--- src/rtl/wsp_pkg.sv ---
// rtl/wsp_pkg.sv - shared WSP types and WIR opcode constants
package wsp_pkg;

   typedef enum logic [2:0] {
      ST_IDLE,
      ST_CAPTURE,
      ST_SHIFT,
      ST_UPDATE,
      ST_DONE,
      ST_ABORT
   } wir_state_e;

   localparam int WIR_LEN_DEF = 3;

   localparam logic [WIR_LEN_DEF-1:0] OP_BYPASS = 3'b111;
   localparam logic [WIR_LEN_DEF-1:0] OP_EXTEST = 3'b001;
   localparam logic [WIR_LEN_DEF-1:0] OP_INTEST = 3'b010;

endpackage

--- src/rtl/wir_loader.sv ---
// rtl/wir_loader.sv - capture/shift/update sequencer for the WIR chain
module wir_loader
   import wsp_pkg::*;
#(
   parameter int WIR_LEN = WIR_LEN_DEF,
   parameter int CNT_W   = $clog2(WIR_LEN + 1)
) (
   input  logic               WRCK,
   input  logic               WRSTN,
   input  logic               start,
   input  logic               abort,
   input  logic [WIR_LEN-1:0] instr,
   input  logic               wir_so,
   output logic               wir_capture,
   output logic               wir_shift,
   output logic               wir_update,
   output logic               wir_si,
   output logic               select_wir,
   output logic               busy,
   output logic               done,
   output logic               aborted,
   output logic [WIR_LEN-1:0] captured
);

   wir_state_e         state_q;
   wir_state_e         state_d;
   logic [WIR_LEN-1:0] sh_q;
   logic [WIR_LEN-1:0] sh_d;
   logic [CNT_W-1:0]   cnt_q;

   always_comb begin
      state_d = state_q;
      sh_d    = sh_q;
      case (state_q)
         ST_IDLE: begin
            if (start) begin
               state_d = ST_CAPTURE;
               sh_d    = instr;
            end
         end
         ST_CAPTURE: state_d = abort ? ST_ABORT : ST_SHIFT;
         ST_SHIFT: begin
            if (abort) begin
               state_d = ST_ABORT;
            end else begin
               sh_d = sh_q >> 1;
               if (cnt_q == CNT_W'(WIR_LEN - 1)) state_d = ST_UPDATE;
            end
         end
         ST_UPDATE: state_d = ST_DONE;
         default:   state_d = ST_IDLE;
      endcase
   end

   // Outputs are decoded from the next state so each flop holds its value for the whole state.
   always_ff @(posedge WRCK or negedge WRSTN) begin
      if (!WRSTN) begin
         state_q     <= ST_IDLE;
         sh_q        <= '0;
         cnt_q       <= '0;
         captured    <= '0;
         wir_capture <= 1'b0;
         wir_shift   <= 1'b0;
         wir_update  <= 1'b0;
         wir_si      <= 1'b0;
         select_wir  <= 1'b0;
         busy        <= 1'b0;
         done        <= 1'b0;
         aborted     <= 1'b0;
      end else begin
         state_q <= state_d;
         sh_q    <= sh_d;
         if (state_q == ST_IDLE && start) begin
            cnt_q    <= '0;
            captured <= '0;
         end else if (state_q == ST_SHIFT && !abort) begin
            for (int i = 0; i < WIR_LEN; i++) begin
               if (cnt_q == CNT_W'(i)) captured[i] <= wir_so;
            end
            cnt_q <= cnt_q + CNT_W'(1);
         end
         wir_capture <= (state_d == ST_CAPTURE);
         wir_shift   <= (state_d == ST_SHIFT);
         wir_update  <= (state_d == ST_UPDATE);
         wir_si      <= (state_d == ST_SHIFT) && sh_d[0];
         select_wir  <= (state_d == ST_CAPTURE) || (state_d == ST_SHIFT) ||
                        (state_d == ST_UPDATE)  || (state_d == ST_ABORT);
         busy        <= (state_d == ST_CAPTURE) || (state_d == ST_SHIFT) ||
                        (state_d == ST_UPDATE);
         done        <= (state_d == ST_DONE);
         aborted     <= (state_d == ST_ABORT);
      end
   end

endmodule
--- config.mk ---
export PLATFORM = sky130hd
export DESIGN_NAME = wir_loader
export DESIGN_NICKNAME = d
export VERILOG_FILES = /design/src/rtl/wsp_pkg.sv /design/src/rtl/wir_loader.sv
export SDC_FILE = /design/constraint.sdc
export NUM_CORES = 1
export LEC_CHECK = 0
export ABC_CLOCK_PERIOD_IN_PS = 4000
export BUFFER_PORTS_ARGS = -buffer_cell sky130_fd_sc_hd__buf_2
export CAP_MARGIN = 30
export CORE_MARGIN = 2
export CORE_UTILIZATION = 58
export CTS_BUF_LIST = sky130_fd_sc_hd__clkbuf_8
export DETAILED_ROUTE_END_ITERATION = 10
export PLACE_DENSITY_LB_ADDON = 0.2
export SLEW_MARGIN = 5
export SYNTH_ARGS = -nofsm -noshare
export SYNTH_HDL_FRONTEND = slang
export SYNTH_SLANG_ARGS = --single-unit
--- constraint.sdc ---
create_clock -name WRCK -period 4 [get_ports WRCK]
set_input_delay 0.2 -clock WRCK [delete_from_list [all_inputs] [get_ports WRCK]]
set_output_delay 0.2 -clock WRCK [all_outputs]
set_load 0.005 [all_outputs]
==> impl_metrics.py, run 1 <==
metrics = {
    "sta": {
        "slew_viol_final": 0,
        "setup_tns_ps": 0,
        "max_freq_mhz": 561,
        "fin_crit_ps": 1780,
        "skew_ps": 3.91,
        "whs_ps": 173,
        "final-hold-violation-count": 0,
        "slew-limit-headroom": 0.660,
        "post-route-period-util": 0.446,
        "tightest_slew_ps": 508,
        "rsz0062_at_grt": "false",
        "final-setup-viol-count": 0,
    },
    "detailed_routing": {
        "route.final.wire_length_um": 1420,
        "vias": 606,
        "first_iter_violations": 10,
        "wire_per_inst_um": 12.8,
        "post_drt_via_cell_ratio": 5.46,
        "drtAntennaViolNets": 0,
        "first_pass_iters": 4,
        "drcViolationCount": 0,
    },
    "hold_path": {
        "hold_path_end": "sh_q[2]",
        "min_path_cells": 3,
        "hp-start": "instr[2]",
        "worstHoldPathType": "in -> reg",
    },
    "final_layout": {
        "syn_to_final_growth_pct": 15.7,
        "multi_input_area_um2": 320,
        "fillers": 99,
        "drive_above_1_share": 0.292,
        "final_nets": 108,
        "final_common_cell": "dfrtp_1",
        "antenna_cells": 0,
        "seq_area_um2": 475,
        "layout_common_cells": "dfrtp_1, buf_2, nand2_1",
    },
    "clocking": {
        "cts_hold_buf": 1,
        "clkTransAtPathRegs_ps": 70,
        "cts_tree": "yes",
        "cts_setup_buffers": 0,
        "insertion_delay_ps": 250,
        "htreeDepth": 1,
        "root_buffer": "clkbuf_8",
        "clock-sinks": 19,
        "cts-buffers-inserted": 3,
        "clock_path_buffers": 2,
        "cts_resized": 0,
    },
    "job": {
        "maxCapViolations": 0,
    },
    "critical_path": {
        "critPathRequiredTime_ps": 4140,
        "ff2ff_setup_slack_ps": 2220,
        "cpPeakStageDelay_ps": 630,
        "cp.arrival_ps": 1920,
        "worstSetupPathType": "reg -> reg",
        "crit_family": "simple AND/OR/NAND/NOR gates",
        "cp_cell_sequence": "or4b_4 -> clkinv_4 -> a22oi_4 -> a2111oi_2",
        "path_buf_inv": 1,
        "crit_slowest_cell": "or4b_4",
        "ff2ff_path_depth": 4,
        "r2r-start": "state_q[2]",
        "crit_fanout": 10,
        "start_kind": "flop",
        "r2r-end": "wir_si",
        "end_kind": "flop",
        "startpoint": "state_q[2]",
    },
    "place": {
        "gp_congestion": 0.788,
        "dpl.hpwl_um": 1040,
        "io_buffer_count": 18,
    },
    "synth": {
        "ys_warn_count": 0,
        "synth_compound_area_frac": 0.130,
        "synth_top_family_by_area": "simple AND/OR/NAND/NOR gates",
        "yosysUniqueCellTypes": 22,
        "synth_fa_ha_area_frac": 0.0437,
        "yosysSeqAreaShare": 0.553,
        "yosys.area_share.simple": 0.189,
        "muxShareOfSynthArea": 0,
        "synth_area_um2": 860,
        "ys_ff_latch": 19,
        "synthXorXnorAreaFrac": 0.0102,
        "syn_inst": 77,
        "avgSynthCellArea_um2": 11.2,
        "synth_nets": 88,
    },
    "grt": {
        "grt_pass1_wl_um": 2400,
        "grt_max_degree": 20,
        "overflow": 0,
        "antenna_found_initial": 0,
        "grt_pass1_vias": 522,
        "grt_usage": 0.176,
    },
    "floorplanning": {
        "row_count": 13,
        "initial_utilization": 0.637,
        "fp.dieArea_um2": 1810,
        "core_um2": 1350,
        "dieHeight_um": 42.5,
        "io_pins": 19,
        "die_w_um": 42.5,
    },
    "pwr": {
        "p_leak_nw": 0.502,
        "power.density_nw_per_um2": 669,
        "ir_worst_vdd_v": 0.000397,
    },
    "status": {
        "status": "completed",
    },
}
how the worst max path moves through the flow:
stage | endpoint | slack, ps | depth (start not counted)
finish | wir_si | 2220 | 4
global route | wir_si | 2140 | 4
CTS | wir_si | 2220 | 4
detailed placement | wir_si | 2240 | 4
global placement | wir_si | 2310 | 4
floorplan | wir_si | 2370 | 5
synthesized netlist by cell type, drive strengths merged:
| library cell | n | area (µm²) |
|---|---|---|
| xnor2 | 1 | 8.76 |
| o21ai | 4 | 20.0 |
| ha | 3 | 37.5 |
| dfrtp | 19 | 475 |
| a2111oi | 1 | 15.0 |
| nor4b | 1 | 23.8 |
| nor2b | 1 | 6.26 |
| nor2 | 2 | 7.51 |
| nor3b | 3 | 22.5 |
| inv | 6 | 22.5 |
| a21oi | 8 | 40.0 |
| a22oi | 2 | 28.8 |
| or4b | 2 | 23.8 |
| nand3 | 6 | 30.0 |
| buf | 4 | 32.5 |
| clkinv | 1 | 8.76 |
| nor3 | 3 | 15.0 |
| o21a | 1 | 7.51 |
| nand2 | 9 | 33.8 |
area by class of cell:
type                    count  area share
clock inverters             1     0.00755
flip-flops and latches     19       0.478
multi-input cells          47       0.322
repair buffers             19       0.101
inverters                   7      0.0314
clock buffers               3      0.0415
well taps                  15      0.0189
layer usage:
layer,routed length [µm],share of wire,global-route usage
met1,702,0.49,0.251
met2,642,0.45,0.268
met3,65,0.046,0.0388
met4,10,0.0070,0.0563
met5,0,0,0
power breakdown:
group	total, mW	internal, mW	switching (mW)
Sequential	0.320	0.257	0.0627
Clock	0.130	0.0699	0.0603
Combinational	0.216	0.102	0.114
tightest hold or removal path: stages:
cell	delay (ps)
buf_2	80
nand2_1	40
nand2_1	60
per-stage QoR:
step	setup WS (ps)	area, µm²	utilization	cells	power [mW]
global route	2140	995	0.737	111	0.716
floorplan	2370	860	-	77	0.485
CTS	2220	995	0.737	111	0.670
detailed placement	2240	936	0.693	106	0.536
finish	2220	995	0.737	111	0.666
global placement	2310	936	0.693	106	0.528
logic make-up after synthesis:
group	Yosys count
AO/OA/AOI/OAI	16
buffers and inverters	11
XOR/XNOR	1
adder cells (fa/ha/maj)	3
AND/OR/NAND/NOR	27
flip-flops	19
state kept, by name, summed over array words and instances, names as in the netlist:
signal and flops:
cnt_q 2, state_q 3, aborted 1, wir_si 1, wir_capture 1, sh_q 3
captured 3, wir_shift 1, done 1, wir_update 1, busy 1, select_wir 1
Note: power is estimated with default switching activity, not from simulation.
==> run 2, diff against run 1 <==
--- a/config.mk
+++ b/config.mk
@@ -5,11 +5,11 @@
 export SDC_FILE = /design/constraint.sdc
 export NUM_CORES = 1
 export LEC_CHECK = 0
-export ABC_CLOCK_PERIOD_IN_PS = 4000
+export ABC_CLOCK_PERIOD_IN_PS = 1750
 export BUFFER_PORTS_ARGS = -buffer_cell sky130_fd_sc_hd__buf_2
 export CAP_MARGIN = 30
 export CORE_MARGIN = 2
-export CORE_UTILIZATION = 58
+export CORE_UTILIZATION = 54
 export CTS_BUF_LIST = sky130_fd_sc_hd__clkbuf_8
 export DETAILED_ROUTE_END_ITERATION = 10
 export PLACE_DENSITY_LB_ADDON = 0.2
==> constraint.sdc (replaced) <==
create_clock -name WRCK -period 1.75 [get_ports WRCK]
set_input_delay 0.0875 -clock WRCK [delete_from_list [all_inputs] [get_ports WRCK]]
set_output_delay 0.0875 -clock WRCK [all_outputs]
set_load 0.005 [all_outputs]
==> run 2 against run 1 <==
Clock skew decreased by 1.1 ps. Critical endpoint unchanged. First-iteration DRC count is 20% higher. Worst hold slack got worse by 140 ps. Critical path depth unchanged. Power up 140%. Setup slack worse by 2100 ps. Routed wire length grew 5.4%. Largest cell class unchanged. Register-to-register slack got worse by 2100 ps. Combinational power grew to 2.7 times the previous value.
==> impl_metrics.py, run 2 (same netlist as run 1, synthesis figures left out) <==
metrics = {
    "status": {
        "status": "completed",
    },
    "clocking": {
        "cts_tree": "yes",
        "clkTransAtPathRegs_ps": 70,
        "cts-buffers-inserted": 3,
        "clock-sinks": 19,
        "root_buffer": "clkbuf_8",
        "cts_hold_buf": 1,
        "htreeDepth": 1,
        "clock_path_buffers": 2,
        "cts_resized": 0,
        "cts_setup_buffers": 0,
        "insertion_delay_ps": 250,
    },
    "critical_path": {
        "crit_slowest_cell": "or4b_4",
        "worstSetupPathType": "reg -> reg",
        "cp_cell_sequence": "or4b_4 -> clkinv_4 -> a22oi_4 -> a2111oi_2",
        "cp.arrival_ps": 1800,
        "cpPeakStageDelay_ps": 590,
        "crit_fanout": 9,
        "end_kind": "flop",
        "critPathRequiredTime_ps": 1890,
        "r2r-start": "state_q[0]",
        "start_kind": "flop",
        "ff2ff_setup_slack_ps": 100,
        "r2r-end": "wir_si",
        "ff2ff_path_depth": 4,
        "crit_family": "simple AND/OR/NAND/NOR gates",
        "path_depth": 4,
        "path_buf_inv": 1,
    },
    "detailed_routing": {
        "drt-met1-wl_um": 745,
        "wl_met3_um": 63,
        "wire_per_inst_um": 12.8,
        "first_iter_violations": 12,
        "first_pass_iters": 4,
        "vias": 610,
        "routed.top_layer": "met4",
        "route.final.wire_length_um": 1500,
        "drcViolationCount": 0,
        "post_drt_via_cell_ratio": 5.21,
        "drtAntennaViolNets": 0,
        "wl_met2_um": 656,
    },
    "pwr": {
        "combinationalPowerShare": 0.375,
        "p_leak_nw": 0.533,
        "power.density_nw_per_um2": 1520,
        "ir_worst_vdd_v": 0.00107,
        "clock_power_share": 0.189,
        "fin_total_pwr_mw": 1.57,
        "internal_power_mw": 1.02,
        "p_switching_mw": 0.547,
        "switching_share": 0.349,
        "seqPwrFrac": 0.436,
    },
    "grt": {
        "grt_pass1_wl_um": 2620,
        "antenna_found_initial": 0,
        "grt_pass1_vias": 597,
        "grt_max_degree": 20,
        "grt_usage": 0.193,
        "overflow": 0,
    },
    "sta": {
        "slew_viol_final": 0,
        "final-setup-viol-count": 0,
        "rsz0062_at_grt": "false",
        "fin_ws_ps": 95.3,
        "slew-limit-headroom": 0.736,
        "max_freq_mhz": 604,
        "tightest_slew_ps": 396,
        "post-route-period-util": 0.946,
        "final-hold-violation-count": 0,
        "skew_ps": 2.77,
        "setup_tns_ps": 0,
        "fin_crit_ps": 1650,
    },
    "floorplanning": {
        "initial_utilization": 0.571,
        "core_um2": 1510,
        "io_pins": 19,
        "row_count": 14,
        "dieHeight_um": 43.9,
        "fp.dieArea_um2": 1930,
        "die_w_um": 43.9,
    },
    "final_layout": {
        "syn_to_final_growth_pct": 19.8,
        "final_cells": 117,
        "multi_input_area_um2": 320,
        "seq_area_um2": 475,
        "final_nets": 113,
        "final_common_cell": "dfrtp_1",
        "drive_above_1_share": 0.317,
        "layout_common_cells": "dfrtp_1, buf_2, nand2_1",
        "reg.largest.list": "captured (3), sh_q (3), state_q (3)",
        "antenna_cells": 0,
        "fillers": 126,
    },
    "job": {
        "maxCapViolations": 0,
    },
    "place": {
        "place_inst": 112,
        "io_buffer_count": 18,
        "dpl.hpwl_um": 1090,
        "gp_congestion": 0.771,
        "dp_worst_setup_slack_ps": 92.6,
    },
    "hold_path": {
        "hold_path_end": "sh_q[2]",
        "hp-start": "instr[2]",
        "min_path_cells": 3,
        "worstHoldPathType": "in -> reg",
    },
}
-- run 2: layout make-up --
| type | instances | area share |
|---|---|---|
| Sequential cell | 19 | 0.462 |
| Timing Repair Buffer | 24 | 0.134 |
| Clock inverter | 1 | 0.00365 |
| Tap cell | 16 | 0.0194 |
| Inverter | 7 | 0.0304 |
| Clock buffer | 3 | 0.0401 |
| Multi-Input combinational cell | 47 | 0.311 |
-- run 2: worst register-to-register path, stage by stage (launching register included) --
cell       delay, ps
dfrtp_1          450
or4b_4           590
clkinv_4         110
a22oi_4           80
a2111oi_2        310
-- run 2: power by group through the flow --
| stage | clock, mW | combinational (mW) | sequential [mW] |
|---|---|---|---|
| global placement | 0 | 0.579 | 0.690 |
| finish | 0.296 | 0.589 | 0.684 |
| detailed placement | 0 | 0.587 | 0.694 |
| floorplan | 0 | 0.448 | 0.660 |
| CTS | 0.296 | 0.597 | 0.685 |
| global route | 0.314 | 0.669 | 0.704 |
-- run 2: worst max-delay path by stage --
stage | startpoint | endpoint | slack, ps
global placement | state_q[0] | wir_si | 150
global route | state_q[0] | wir_si | 8
finish | state_q[0] | wir_si | 100
CTS | state_q[0] | wir_si | 80
floorplan | state_q[2] | wir_si | 120
detailed placement | state_q[0] | wir_si | 90
-- run 2: per-stage QoR --
stage                     utilization  cell area, µm²  hold slack (ps)
after floorplan                     -             860             -208
after global routing            0.684            1030             68.4
after detailed placement        0.647             975             39.7
final                           0.684            1030             35.9
after global placement          0.647             975             38.4
after CTS                       0.684            1030             40.4
-- run 2: layer usage --
metal	track usage	vias up
li1	-	308
met1	0.250	284
met3	0.0375	4
met2	0.300	14
met5	0	-
met4	0.109	0
